File: src/rtl/convert_array_pkg.sv
// Shared types and index-map helpers for the sub-row array flatten/unflatten stream blocks.
package convert_array_pkg;

  typedef enum logic [0:0] {ASSEMBLE, HOLD} state_t;

  // Flat k -> row: first region is column-major over sub_rows rows, the rest over rows-sub_rows.
  function automatic int unsigned flat_to_row(input int unsigned k, input int unsigned rows,
                                              input int unsigned cols, input int unsigned sub_rows);
    if (k < cols * sub_rows) return k % sub_rows;
    return sub_rows + (k - cols * sub_rows) % (rows - sub_rows);
  endfunction

  function automatic int unsigned flat_to_col(input int unsigned k, input int unsigned rows,
                                              input int unsigned cols, input int unsigned sub_rows);
    if (k < cols * sub_rows) return k / sub_rows;
    return (k - cols * sub_rows) / (rows - sub_rows);
  endfunction

  function automatic int unsigned rc_to_flat(input int unsigned r, input int unsigned c,
                                             input int unsigned rows, input int unsigned cols,
                                             input int unsigned sub_rows);
    if (r < sub_rows) return c * sub_rows + r;
    return cols * sub_rows + c * (rows - sub_rows) + (r - sub_rows);
  endfunction

endpackage

File: src/rtl/sub_array_lane_writer.sv
// Per-lane write-enable decoder: constant (beat, lane) -> (row, col) table selected by beat_cnt.
module sub_array_lane_writer
  import convert_array_pkg::*;
#(
  parameter int unsigned ROWS     = 8,
  parameter int unsigned COLS     = 8,
  parameter int unsigned SUB_ROWS = 4,
  parameter int unsigned LANES    = 4,
  parameter int unsigned LANE     = 0,
  parameter int unsigned CNT_W    = 4
) (
  input  logic [CNT_W-1:0]     beat_cnt,
  input  logic                 wr,
  output logic [ROWS*COLS-1:0] wen
);

  for (genvar r = 0; r < ROWS; r++) begin : g_row
    for (genvar c = 0; c < COLS; c++) begin : g_col
      localparam int unsigned K = rc_to_flat(r, c, ROWS, COLS, SUB_ROWS);
      if (K % LANES == LANE) begin : g_own
        assign wen[r*COLS+c] = wr && (beat_cnt == CNT_W'(K / LANES));
      end else begin : g_other
        assign wen[r*COLS+c] = 1'b0;
      end
    end
  end

endmodule

File: src/rtl/convert_1d_to_3d_sub_array_stream.sv
// Rebuilds a ROWS x COLS frame from a flat sub-row-ordered lane stream.
// Optional framing check (in_last / frame_err) enabled by `define FRAME_CHECK_EN.
module convert_1d_to_3d_sub_array_stream
  import convert_array_pkg::*;
#(
  parameter int unsigned BIT_WIDTH = 4,
  parameter int unsigned ROWS      = 8,
  parameter int unsigned COLS      = 8,
  parameter int unsigned SUB_ROWS  = 4,
  parameter int unsigned LANES     = 4
) (
  input  logic                       clk,
  input  logic                       rst_n,
  input  logic [LANES*BIT_WIDTH-1:0] in_data,
  input  logic                       in_valid,
  output logic                       in_ready,
  output logic [BIT_WIDTH-1:0]       out [ROWS][COLS],
  output logic                       out_valid,
  input  logic                       out_ready
`ifdef FRAME_CHECK_EN
  ,
  input  logic                       in_last,
  output logic                       frame_err
`endif
);

  localparam int unsigned BEATS = ROWS * COLS / LANES;
  localparam int unsigned CNT_W = (BEATS > 1) ? $clog2(BEATS) : 1;

  if (ROWS * COLS % LANES != 0) begin : g_bad_lanes
    $fatal(1, "ROWS*COLS must be a multiple of LANES");
  end
  if (SUB_ROWS > ROWS) begin : g_bad_sub_rows
    $fatal(1, "SUB_ROWS must not exceed ROWS");
  end

  state_t                       state;
  logic [CNT_W-1:0]             beat_cnt;
  logic [BIT_WIDTH-1:0]         asm_buf    [ROWS][COLS];
  logic [BIT_WIDTH-1:0]         next_frame [ROWS][COLS];
  logic [LANES-1:0][ROWS*COLS-1:0] lane_wen;
  logic accept, last_beat, slot_free, abort, write_beat;

  assign in_ready   = (state == ASSEMBLE);
  assign accept     = in_valid && in_ready;
  assign last_beat  = (beat_cnt == CNT_W'(BEATS - 1));
  assign slot_free  = !out_valid || out_ready;
  assign write_beat = accept && !abort;

`ifdef FRAME_CHECK_EN
  assign abort = accept && in_last && !last_beat;

  always_ff @(posedge clk or negedge rst_n) begin
    if (!rst_n) frame_err <= 1'b0;
    else        frame_err <= accept && (in_last != last_beat);
  end
`else
  assign abort = 1'b0;
`endif

  for (genvar l = 0; l < LANES; l++) begin : g_lane
    sub_array_lane_writer #(
      .ROWS(ROWS), .COLS(COLS), .SUB_ROWS(SUB_ROWS),
      .LANES(LANES), .LANE(l), .CNT_W(CNT_W)
    ) u_lane (
      .beat_cnt(beat_cnt),
      .wr(write_beat),
      .wen(lane_wen[l])
    );
  end

  // Each cell has exactly one source lane, so the data mux is a constant wire per cell.
  for (genvar r = 0; r < ROWS; r++) begin : g_row
    for (genvar c = 0; c < COLS; c++) begin : g_col
      localparam int unsigned SRC = rc_to_flat(r, c, ROWS, COLS, SUB_ROWS) % LANES;
      logic [LANES-1:0] hits;
      for (genvar l = 0; l < LANES; l++) begin : g_hit
        assign hits[l] = lane_wen[l][r*COLS+c];
      end
      assign next_frame[r][c] = (|hits) ? in_data[SRC*BIT_WIDTH +: BIT_WIDTH] : asm_buf[r][c];
    end
  end

  always_ff @(posedge clk or negedge rst_n) begin
    if (!rst_n) begin
      state     <= ASSEMBLE;
      beat_cnt  <= '0;
      out_valid <= 1'b0;
      for (int unsigned r = 0; r < ROWS; r++) begin
        for (int unsigned c = 0; c < COLS; c++) begin
          out[r][c]     <= '0;
          asm_buf[r][c] <= '0;
        end
      end
    end else begin
      if (out_valid && out_ready) out_valid <= 1'b0;
      unique case (state)
        ASSEMBLE: begin
          if (accept) begin
            if (abort) begin
              beat_cnt <= '0;
              for (int unsigned r = 0; r < ROWS; r++) begin
                for (int unsigned c = 0; c < COLS; c++) asm_buf[r][c] <= '0;
              end
            end else begin
              asm_buf <= next_frame;
              if (last_beat) begin
                beat_cnt <= '0;
                if (slot_free) begin
                  out       <= next_frame;
                  out_valid <= 1'b1;
                end else begin
                  state <= HOLD;
                end
              end else begin
                beat_cnt <= beat_cnt + CNT_W'(1);
              end
            end
          end
        end
        HOLD: begin
          // out_valid is necessarily high here; the held frame replaces it on hand-off.
          if (out_ready) begin
            out       <= asm_buf;
            out_valid <= 1'b1;
            state     <= ASSEMBLE;
          end
        end
      endcase
    end
  end

endmodule

File: config.mk
export PLATFORM = sky130hd
export DESIGN_NAME = convert_1d_to_3d_sub_array_stream
export DESIGN_NICKNAME = d
export VERILOG_FILES = /design/src/rtl/convert_array_pkg.sv /design/src/rtl/sub_array_lane_writer.sv /design/src/rtl/convert_1d_to_3d_sub_array_stream.sv
export SDC_FILE = /design/constraint.sdc
export NUM_CORES = 1
export LEC_CHECK = 0
export BUFFER_PORTS_ARGS = -buffer_cell sky130_fd_sc_hd__buf_2
export CELL_PAD_IN_SITES_DETAIL_PLACEMENT = 0
export CELL_PAD_IN_SITES_GLOBAL_PLACEMENT = 1
export CORE_MARGIN = 10
export CORE_UTILIZATION = 48
export CTS_CLUSTER_SIZE = 28
export DETAILED_ROUTE_END_ITERATION = 6
export GPL_TIMING_DRIVEN = 0
export PLACE_DENSITY_LB_ADDON = 0.1
export SLEW_MARGIN = 20
export SYNTH_ARGS = -nofsm -noshare
export SYNTH_HDL_FRONTEND = slang
export SYNTH_SLANG_ARGS = --single-unit
File: constraint.sdc
create_clock -name clk -period 4.7 [get_ports clk]
set_input_delay 0.94 -clock clk [delete_from_list [all_inputs] [get_ports clk]]
set_output_delay 0.94 -clock clk [all_outputs]
set_load 0.02 [all_outputs]
# Word-level counts from Yosys, hierarchy flattened
# Cells that the tools add are included.
[totals]
reg_bits = 518
[op_classes]
addsub = 1
n_eq_ne = 19
mux = 81
bitwise_logic = 1
n_reduce_logical = 23
[op_table]
columns = ["op", "count"]
rows = [
  ["$mux 256", 4],
  ["$pmux 256 s2", 1],
  ["$mux 4", 65],
  ["$eq 4x4->1 const B", 8],
  ["$logic_and 1x1->1", 18],
  ["$eq 4x3->1 const B", 4],
  ["$mux 1", 9],
  ["$eq 4x2->1 const B", 2],
  ["$ne 2x1->1 const B", 3],
  ["$add 4x1->4 const B", 1],
  ["$eq 4x1->1 const B", 1],
  ["$logic_not 4->1", 1],
  ["$pmux 1 s2", 2],
  ["$reduce_and 4->1", 1],
  ["$ne 2x2->1 const B", 1],
  ["$reduce_and 2->1", 1],
  ["$logic_not 1->1", 1],
  ["$logic_or 1x1->1", 1],
  ["$not 1->1", 1],
]

# Logic depth before layout (Yosys ltp)
# Gate-level depths: netlist (run 1).
[depth]
ltp_word = 8
mapped_depth = 7
mapped_depth_nobuf = 5

# By module
# Synthesis (run 1) repeated with hierarchy kept, for this count alone.
[hier_totals]
cells_unflattened = 2504
area_unflattened_um2 = 25548.3
[modules_own_cells]
columns = ["mod", "instances", "cells_each", "area_per_inst_um2", "seq_area_each_um2"]
rows = [
  ["convert_1d_to_3d_sub_array_stream", 1, 2216, 23621.4, 12962.4],
  ["sub_array_lane_writer", 4, 72, 481.7, 0.0],
]

# Worst setup path before layout (run 1)
# No wires, ideal clock.
[synth_timing]
path_kind = "input port to flip-flop"
from = "input in_valid"
to = "register out[152] (netlist name)"
setup_ps = 141
arrival_ps = 1980
required_time_ps = 4559
path_slack_ps = 2579
path_stages = 6
cell_sequence = "buf_2 -> or3b_1 -> buf_2 -> buf_2 -> o21ai_1 -> a31oi_1"
[synth_via]
elab_chain_len = 7
word_cells_on_any_way = 9
cone_classes = "1 x eq/ne; 5 x mux; 3 x reduce/logical"
[synth_rtl]
columns = ["item", "line_no", "rtl"]
rows = [
  ["start: declaration", "convert_1d_to_3d_sub_array_stream.sv:15", "input logic in_valid,"],
  ["$logic_and 1x1->1 *", "convert_1d_to_3d_sub_array_stream.sv:45", "assign accept = in_valid && in_ready;"],
  ["$logic_and 1x1->1", "sub_array_lane_writer.sv:21", "assign wen[r*COLS+c] = wr && (beat_cnt == CNT_W'(K / LANES));"],
  ["$mux 4", "convert_1d_to_3d_sub_array_stream.sv:80", "assign next_frame[r][c] = (|hits) ? in_data[SRC*BIT_WIDTH +: BIT_WIDTH] : asm_buf[r][c];"],
  ["$mux 256", "convert_1d_to_3d_sub_array_stream.sv:109", "if (slot_free) begin"],
  ["$mux 256", "convert_1d_to_3d_sub_array_stream.sv:107", "if (last_beat) begin"],
  ["$mux 256", "convert_1d_to_3d_sub_array_stream.sv:99", "if (accept) begin"],
  ["$pmux 256 s2", "convert_1d_to_3d_sub_array_stream.sv:97", "unique case (state)"],
  ["end signal: assignment", "convert_1d_to_3d_sub_array_stream.sv:110", "out <= next_frame;"],
  ["end signal: assignment", "convert_1d_to_3d_sub_array_stream.sv:124", "out <= asm_buf;"],
  ["end: declaration", "convert_1d_to_3d_sub_array_stream.sv:17", "output logic [BIT_WIDTH-1:0] out [ROWS][COLS],"],
]
# Every way passes the cells marked *; elsewhere a longest branch is shown, timed or not. The select of a mux whose other input is x is not followed.
# A chain may end at the register's enable or synchronous reset.

# Worst setup path in the final report (run 1)
[layout_timing]
from = "register beat_cnt[0]"
to = "register out[86] (netlist name)"
[layout_via]
elab_chain_len = 7
word_cells_on_any_way = 10
cone_classes = "3 x eq/ne; 5 x mux; 2 x reduce/logical"
[layout_rtl]
columns = ["item", "line_no", "rtl"]
rows = [
  ["start: declaration", "convert_1d_to_3d_sub_array_stream.sv:38", "logic [CNT_W-1:0] beat_cnt;"],
  ["start signal: assignment", "convert_1d_to_3d_sub_array_stream.sv:116", "beat_cnt <= beat_cnt + CNT_W'(1);"],
  ["$eq 4x4->1", "sub_array_lane_writer.sv:21", ""],
  ["$logic_and 1x1->1", "sub_array_lane_writer.sv:21", ""],
  ["$mux 4", "convert_1d_to_3d_sub_array_stream.sv:80", ""],
  ["$mux 256", "convert_1d_to_3d_sub_array_stream.sv:109", ""],
  ["$mux 256", "convert_1d_to_3d_sub_array_stream.sv:107", ""],
  ["$mux 256", "convert_1d_to_3d_sub_array_stream.sv:99", ""],
  ["$pmux 256 s2", "convert_1d_to_3d_sub_array_stream.sv:97", ""],
]
# Parallel ways exist; a longest one is shown, timed or not. The select of a mux whose other input is x is not followed.

==> summary.md, run 1 <==
| Metric | Value |
|---|---|
| Placer Congestion | roughly 0.86 |
| Syn_area_per_cell | 10.1 um2 |
| Min Tclk post-route | 2.86 ns |
| Placed instance count | a little under 3000 |
| Tot GR Track Use | 0.281 |
| Critical path peak fanout | 10 |
| I/O pins | 278 |
| Die width | 229 um |
| Internal | between 10 and 15 mW |
| Vias per cell | 6.11 |
| Clk_lat worst skew | 0.61 ns |
| Critical Path RT | 5.22 ns |
| Worst Path Arrival | 3.38 ns |
| Post-detail-place hpwl | ~52000 um |
| Drt first pass iters | 6 |
| Hold Buf Count CTS | 0 |
| Cells after Synth | just over 2000 |
| H-tree depth | 2 |
| Worst-path cell chain | inv_1 > ha_1 > nand2b_1 > clkbuf_1 > clkbuf_1 > o21ai_0 > a31oi_1 |
| Antenna Violating Nets Remaining | 0 |
| Cells on worst reg2reg path | 7 |
| Final net count | approximately 2400 |
| Combinational share of power | 0.384 |
| Crit path from | beat_cnt[0]$_DFFE_PN0P_ |
| IO Port Bufs | 261 |
| Register area share after synthesis | 0.618 |
| Psw | 8.20 mW |
| Startpoint Class | register |
| Path type of the worst setup path | reg -> reg |
| Total clock sinks | 518 |
| Reg-to-reg startpoint | beat_cnt[0]$_DFFE_PN0P_ |
| Yosys warns | 0 |
| Global-route wire length before repair | around 110000 um |
| Pin count of the biggest net entering global routing | 101 |
| Switching share of total power | 0.421 |
| RSZ-0062 raised after global routing | no |
| Initial drt markers | 1922 |
| R2R Setup Slk | 1.84 ns |
| Leak Pwr | around 12 nW |
| Part of the power in registers | 0.395 |
| FP Rows | 76 |
| Max Freq | 350 MHz |
| WL final | between 70000 and 80000 um |
| Worst IR Drop VDD | 418 uV |
| Fin. Hold Viols | 0 |
| Antenna violations before repair | 1 |
| Post-route cell area | between 0.02 and 0.025 mm2 |
| R2R Path End | out[86]$_DFFE_PN0P_ |
| Clock share of power | 0.221 |
| Rel. slew slack | 0.382 |
| CTS Root Cell | clkbuf_16 |
| Yosys reg bits | 518 |
| Worst slew pin tran | 0.927 ns |
| CP endpoint kind | register |
| Most common cell after layout, fill and taps aside | dfrtp_1 |
| Post-Syn Area | 0.0210 mm2 |
| Post_cts resized | 0 |
| Max-Cap Viols | 0 |
| Hold WC Path Type | in -> async |
| Die height | 229 um |
| Most frequent cells in the layout | dfrtp_1, buf_2, nand3_1 |
| Final worst path period share | 0.608 |
| WL per Instance | roughly 25 um |
| Slew Limit Fails | 0 |
| CP max-delay cell | clkbuf_1 |
| P&R area growth vs syn | 18.9% |
| Clock tree from TritonCTS | yes |
| Final Power | 19.5 mW |
| Distinct cell type count after synthesis | 32 |
| Outcome | finished, final reports clean |
| Most used cell, CP | clkbuf_1 |
| Layout Cells excl Fill | 3020 |
| Post-CTS Setup Bufs | 0 |
| Vias in the first global route | around 18000 |
| Syn Nets | 2095 |
| Via count | 18400 |
| Die area | 0.0525 mm2 |
| Overflow after GRT | 0 |
| Max Buffers Root-to-Sink | 3 |
| Endpoints failing setup | 0 |
| DP Area | 0.0232 mm2 |
| TritonCTS Buffers | 56 |
| Initial core utilization | 0.486 |
| Setup Skew | 0.00809 ns |
| Power Dens Cells | 781 mW/mm2 |
| Detailed-route DRC error count | 0 |
| Ratio of cells with drive above 1 in the final layout | 0.182 |
| CORE AREA | about 0.043 mm2 |
| Slowest stage delay, CP | 0.74 ns |
| CTS clock-pin slew for the worst setup and hold paths | 0.06 ns |
[cells by family after synthesis]
logic type | after synthesis | share of synthesized area
flip-flops | 518 | 0.618
AND/OR/NAND/NOR | 534 | 0.114
buffers and inverters | 234 | 0.0559
adder cells (fa/ha/maj) | 5 | 0.00298
multiplexers | 2 | 0.00101
AO/OA/AOI/OAI | 776 | 0.208
XOR/XNOR | 1 | 0.000418
[routing by layer]
metal	vias to the layer above	track usage	part of all wire
met5	-	0	0.00018
met4	2	0.0857	0.024
met3	107	0.0628	0.085
met2	853	0.451	0.47
met1	9402	0.375	0.42
li1	8085	-	-
[power by group through the flow]
stage	Clock (mW)	Combinational [mW]	Sequential, mW
final	4.30	7.48	7.71
after global routing	4.51	8.15	7.88
after CTS	4.33	7.49	7.68
after detailed placement	0	7.47	7.73
after global placement	0	7.31	7.71
after floorplan	0	3.24	8.72
[synth_stat cells]
master,number,area share
nand3b_1,2,0.00072
nor2b_1,4,0.0012
nand2b_1,5,0.0015
a311oi_1,1,0.00042
buf_4,4,0.0014
and2_1,1,0.00030
or3b_1,1,0.00042
a21o_1,1,0.00036
or3_1,1,0.00030
a41o_2,1,0.00054
dfrtp_1,518,0.62
o21bai_4,1,0.00090
nand3_1,260,0.062
buf_2,43,0.010
nor3b_1,1,0.00036
buf_6,30,0.016
and3b_1,2,0.00084
a21oi_1,257,0.061
inv_1,3,0.00054
a22oi_1,1,0.00036
a31oi_1,236,0.070
clkbuf_1,132,0.024
a31oi_2,20,0.012
mux2i_1,1,0.00048
ha_1,5,0.0030
and3_1,1,0.00030
o21ai_1,55,0.013
buf_1,22,0.0039
mux2_2,1,0.00054
nand2_1,256,0.046
o21ai_0,203,0.048
xnor2_1,1,0.00042
[metrics by stage]
| stage | hold slack, ns | setup slack (ns) | TNS [ns] | utilization |
|---|---|---|---|---|
| 2_1_floorplan | 0.449 | 2.58 | 0 | - |
| 3_3_place_gp | 0.463 | -7.87 | -4049.80 | 0.533 |
| 3_5_place_dp | 0.469 | 1.73 | 0 | 0.537 |
| 4_1_cts | 0.206 | 1.88 | 0 | 0.578 |
| 5_1_grt | 0.233 | 1.76 | 0 | 0.578 |
| 6_report | 0.207 | 1.84 | 0 | 0.578 |
[worst max path at each step]
stage	end	depth (start not counted)
5_1_grt	out[31]$_DFFE_PN0P_	7
2_1_floorplan	out[152]$_DFFE_PN0P_	6
3_5_place_dp	out[7]$_DFFE_PN0P_	7
4_1_cts	out[86]$_DFFE_PN0P_	7
3_3_place_gp	out[85]$_DFFE_PN0P_	1
6_report	out[86]$_DFFE_PN0P_	7
[state kept, by name, summed over array words and instances (netlist names)]
name / cells
asm_buf: 256
out: 256
beat_cnt: 4
out_valid: 1
state: 1
[worst max-delay path: cells and delay by family (launching register included)]
family	cells	cell delay [ns]
buf+inv	3	1.52
simple gates	1	0.06
flops	1	0.47
compound gates	2	0.50
fa+ha+maj	1	0.21
[area by class of cell]
class	instances	area [um2]
Antenna cell	2	5.00
Buffer	231	1160
Clock buffer	89	1670
Clock inverter	7	87.6
Fill cell	3884	18200
Inverter	3	11.3
Multi-Input combinational cell	1318	6840
Sequential cell	518	13000
Tap cell	585	732
Timing Repair Buffer	267	1480
No activity file was read; power rests on OpenSTA's default activity.
==> run 2: changes to the inputs <==
Settings changed: ABC_AREA set to 1, CORE_UTILIZATION 48 to 39.
Clock period 4.7 ns to 2.5 ns, I/O delays scaled along.
==> run 2 against run 1 <==
Against the previous run: via count down 13%; worst setup slack worse by 1.7 ns; final area up 0.42%; clock skew up 0.0028 ns; cell count up 14%; worst hold slack worse by 0.13 ns; register-to-register slack worse by 1.7 ns; core utilization down 10 points; global-route usage down 7.6 points; flip-flop and latch count unchanged; die area up 21%; critical path type unchanged; critical endpoint is now out[56]$_DFFE_PN0P_.
==> summary.md, run 2 <==
| Metric | Value |
|---|---|
| Met2 Resource Use GR | 0.324 |
| Critical path peak fanout | 10 |
| P&R area growth vs syn | 19.9% |
| IO Port Bufs | 260 |
| Worst-path cell chain | inv_1 > ha_1 > nand3_2 > nor2_4 > buf_2 > nand2_1 > nand2_1 > nand2_1 > nand2_1 |
| Post-detail-place hpwl | 45800 um |
| Setup Skew | approximately 0.011 ns |
| Met1 Use GR | 0.284 |
| Die width | 251 um |
| Async S/R FF share, synth | 1.00 |
| Syn_area_per_cell | around 8.7 um2 |
| CTS clock-pin slew for the worst setup and hold paths | ~0.060 ns |
| Cells on worst reg2reg path | 9 |
| Sequential cell area | between 0.01 and 0.015 mm2 |
| Cells after Synth | 2400 |
| WL final | 64400 um |
| Final net count | 2751 |
| Path type of the worst setup path | reg -> reg |
| Worst slew pin tran | ~0.88 ns |
| Pin count of the biggest net entering global routing | just over 90 |
| CP endpoint kind | register |
| Placed instance count | 3354 |
| H-tree depth | 2 |
| Register area share after synthesis | 0.620 |
| CP bufs+invs | 2 |
| Final worst path period share | 0.950 |
| Ys flop type | dfrtp_1 |
| Reg-to-reg startpoint | beat_cnt[1]$_DFFE_PN0P_ |
| Most common cell after layout, fill and taps aside | nand2_1 |
| Endpoints failing setup | 0 |
| Hold Path Sink | state$_DFF_PN0_ |
| CTS Root Cell | clkbuf_16 |
| FP Rows | 84 |
| Vias per cell | 4.66 |
| Hold Crit Start | out_ready |
| Min Tclk post-route | around 2.4 ns |
| Via count | 16100 |
| Post-route cell area | 0.0250 mm2 |
| I/O pins | 278 |
| Synth area leaders | dfrtp_1, nand2_1, o21bai_1, inv_1, buf_2 |
| Max-Cap Viols | 0 |
| Hold depth | 2 |
| Initial core utilization | 0.396 |
| EDFF count, synth | 0 |
| Vias in the first global route | 16500 |
| Startpoint Class | register |
| Post-synth top area cell | dfrtp_1 |
| Outcome | finished, final reports clean |
| Syn Nets | 2425 |
| Yosys warns | 0 |
| Most frequent cell after synthesis | nand2_1 |
| Most used cell, CP | nand2_1 |
| Clock tree from TritonCTS | yes |
| TritonCTS Buffers | 57 |
| Post-Syn Area | 0.0209 mm2 |
| Initial drt markers | 1042 |
| Antenna violations before repair | 2 |
| Drt first pass iters | 5 |
| GRT met3 Usage | 0.0471 |
| Global-route wire length before repair | a little over 100000 um |
| Slew Limit Fails | 0 |
| Die area | approximately 0.063 mm2 |
| Max Freq | 421 MHz |
| Ratio of cells with drive above 1 in the final layout | 0.169 |
| Fin. Hold Viols | 0 |
| Yosys top cell area share | 0.620 |
| Total clock sinks | 518 |
| Worst IR Drop VDD | 558 uV |
| Delay-heaviest family, CP | simple AND/OR/NAND/NOR gates |
| Power Dens Cells | 1330 mW/mm2 |
| CORE AREA | roughly 0.053 mm2 |
| # fillers | 5206 |
| Leak Pwr | 14.1 nW |
| Synth cell count leaders | nand2_1, dfrtp_1, inv_1 |
| Post-CTS Setup Bufs | 0 |
| Critical Path RT | 3.04 ns |
| Yosys reg bits | between 500 and 600 |
| R2R Path End | out[56]$_DFFE_PN0P_ |
| Gr busiest metal | met2 |
| Slowest stage delay, CP | 0.43 ns |
| Worst Path Arrival | 2.91 ns |
| Overflow after GRT | 0 |
| Distinct cell type count after synthesis | 22 |
| Tot GR Track Use | 0.205 |
| Max Buffers Root-to-Sink | 3 |
| Die height | 251 um |
| Layout Cells excl Fill | 3455 |
| Multi-input gate area | 0.00672 mm2 |
| Placer Congestion | 0.785 |
| Detailed-route DRC error count | 0 |
| Rel. slew slack | 0.415 |
| Antenna Violating Nets Remaining | 0 |
| DP Area | 0.0232 mm2 |
| Most frequent cells in the layout | nand2_1, dfrtp_1, buf_2 |
| Clk_lat worst skew | 0.60 ns |
| WL per Instance | 18.6 um |
| CP max-delay cell | dfrtp_1 |
| Hold WC Path Type | in -> reg |
| Biggest regs | asm_buf (256), out (256), beat_cnt (4) |
| R2R Setup Slk | about 0.12 ns |
| RSZ-0062 raised after global routing | no |
==> run 2: metal layers <==
metal | share of wire | up-vias | wire [um]
li1 | - | 7869 | -
met1 | 0.47 | 7802 | 30000
met2 | 0.46 | 363 | 29500
met3 | 0.060 | 72 | 3860
met4 | 0.016 | 0 | 1010
met5 | 0 | - | 0
==> run 2: cell type report <==
class                           count  share of cell area
Tap cell                          688              0.0344
Clock buffer                       84              0.0654
Clock inverter                     13             0.00559
Buffer                            141              0.0282
Inverter                          139              0.0208
Sequential cell                   518               0.518
Antenna cell                        3            0.000300
Timing Repair Buffer              267              0.0593
Multi-Input combinational cell   1602               0.268
==> run 2: report_power, final <==
group | switching, mW | internal, mW | total (mW)
clock | 3.38 | 4.79 | 8.16
sequential | 1.71 | 12.1 | 13.8
combinational | 7.63 | 3.72 | 11.3
==> run 2: worst register-to-register path: stages (launching register included) <==
cell and delay, ns:
dfrtp_1 0.43, inv_1 0.12, ha_1 0.26, nand3_2 0.42, nor2_4 0.40, buf_2 0.33, nand2_1 0.08, nand2_1 0.11
nand2_1 0.09, nand2_1 0.07
==> run 2: how the worst max path moves through the flow <==
stage | startpoint | endpoint | slack [ns] | cells after the start
floorplan | in_valid | out[216]$_DFFE_PN0P_ | 0.84 | 10
global placement | rst_n | out[105]$_DFFE_PN0P_ | -9.90 | 1
detailed placement | beat_cnt[0]$_DFFE_PN0P_ | out[254]$_DFFE_PN0P_ | 0.14 | 9
CTS | beat_cnt[0]$_DFFE_PN0P_ | out[174]$_DFFE_PN0P_ | 0.13 | 9
global route | beat_cnt[0]$_DFFE_PN0P_ | out[242]$_DFFE_PN0P_ | 0.02 | 8
finish | beat_cnt[1]$_DFFE_PN0P_ | out[56]$_DFFE_PN0P_ | 0.12 | 9
==> run 2: repair_timing <==
action	4_1_cts	5_1_grt
endpoints found under the setup margin	0	7
hold endpoints to repair	40	0
hold buffers	1	0
resized for setup	0	4
==> run 2: metrics by stage <==
stage / power [mW] / util / hold WS [ns] / setup slack [ns] / TNS, ns
5_1_grt: 35.7 / 0.475 / 0.0500 / 0.0152 / 0
2_1_floorplan: 20.9 / - / 0.204 / 0.844 / 0
6_report: 33.3 / 0.475 / 0.0746 / 0.124 / 0
3_3_place_gp: 25.1 / 0.437 / 0.450 / -9.90 / -5092.49
4_1_cts: 33.7 / 0.474 / 0.0401 / 0.131 / 0
3_5_place_dp: 25.4 / 0.440 / 0.428 / 0.144 / 0
==> run 2: cell families (layout without fill, tap and decap cells) <==
kind of cell	count (synthesis)	after routing	synth area share
AND/OR/NAND/NOR	1462	1462	0.270
adder cells (fa/ha/maj)	5	5	0.00299
flip-flops	518	518	0.620
other	0	3	0
XOR/XNOR	1	1	0.000419
buffers and inverters	280	644	0.0587
AO/OA/AOI/OAI	134	134	0.0474
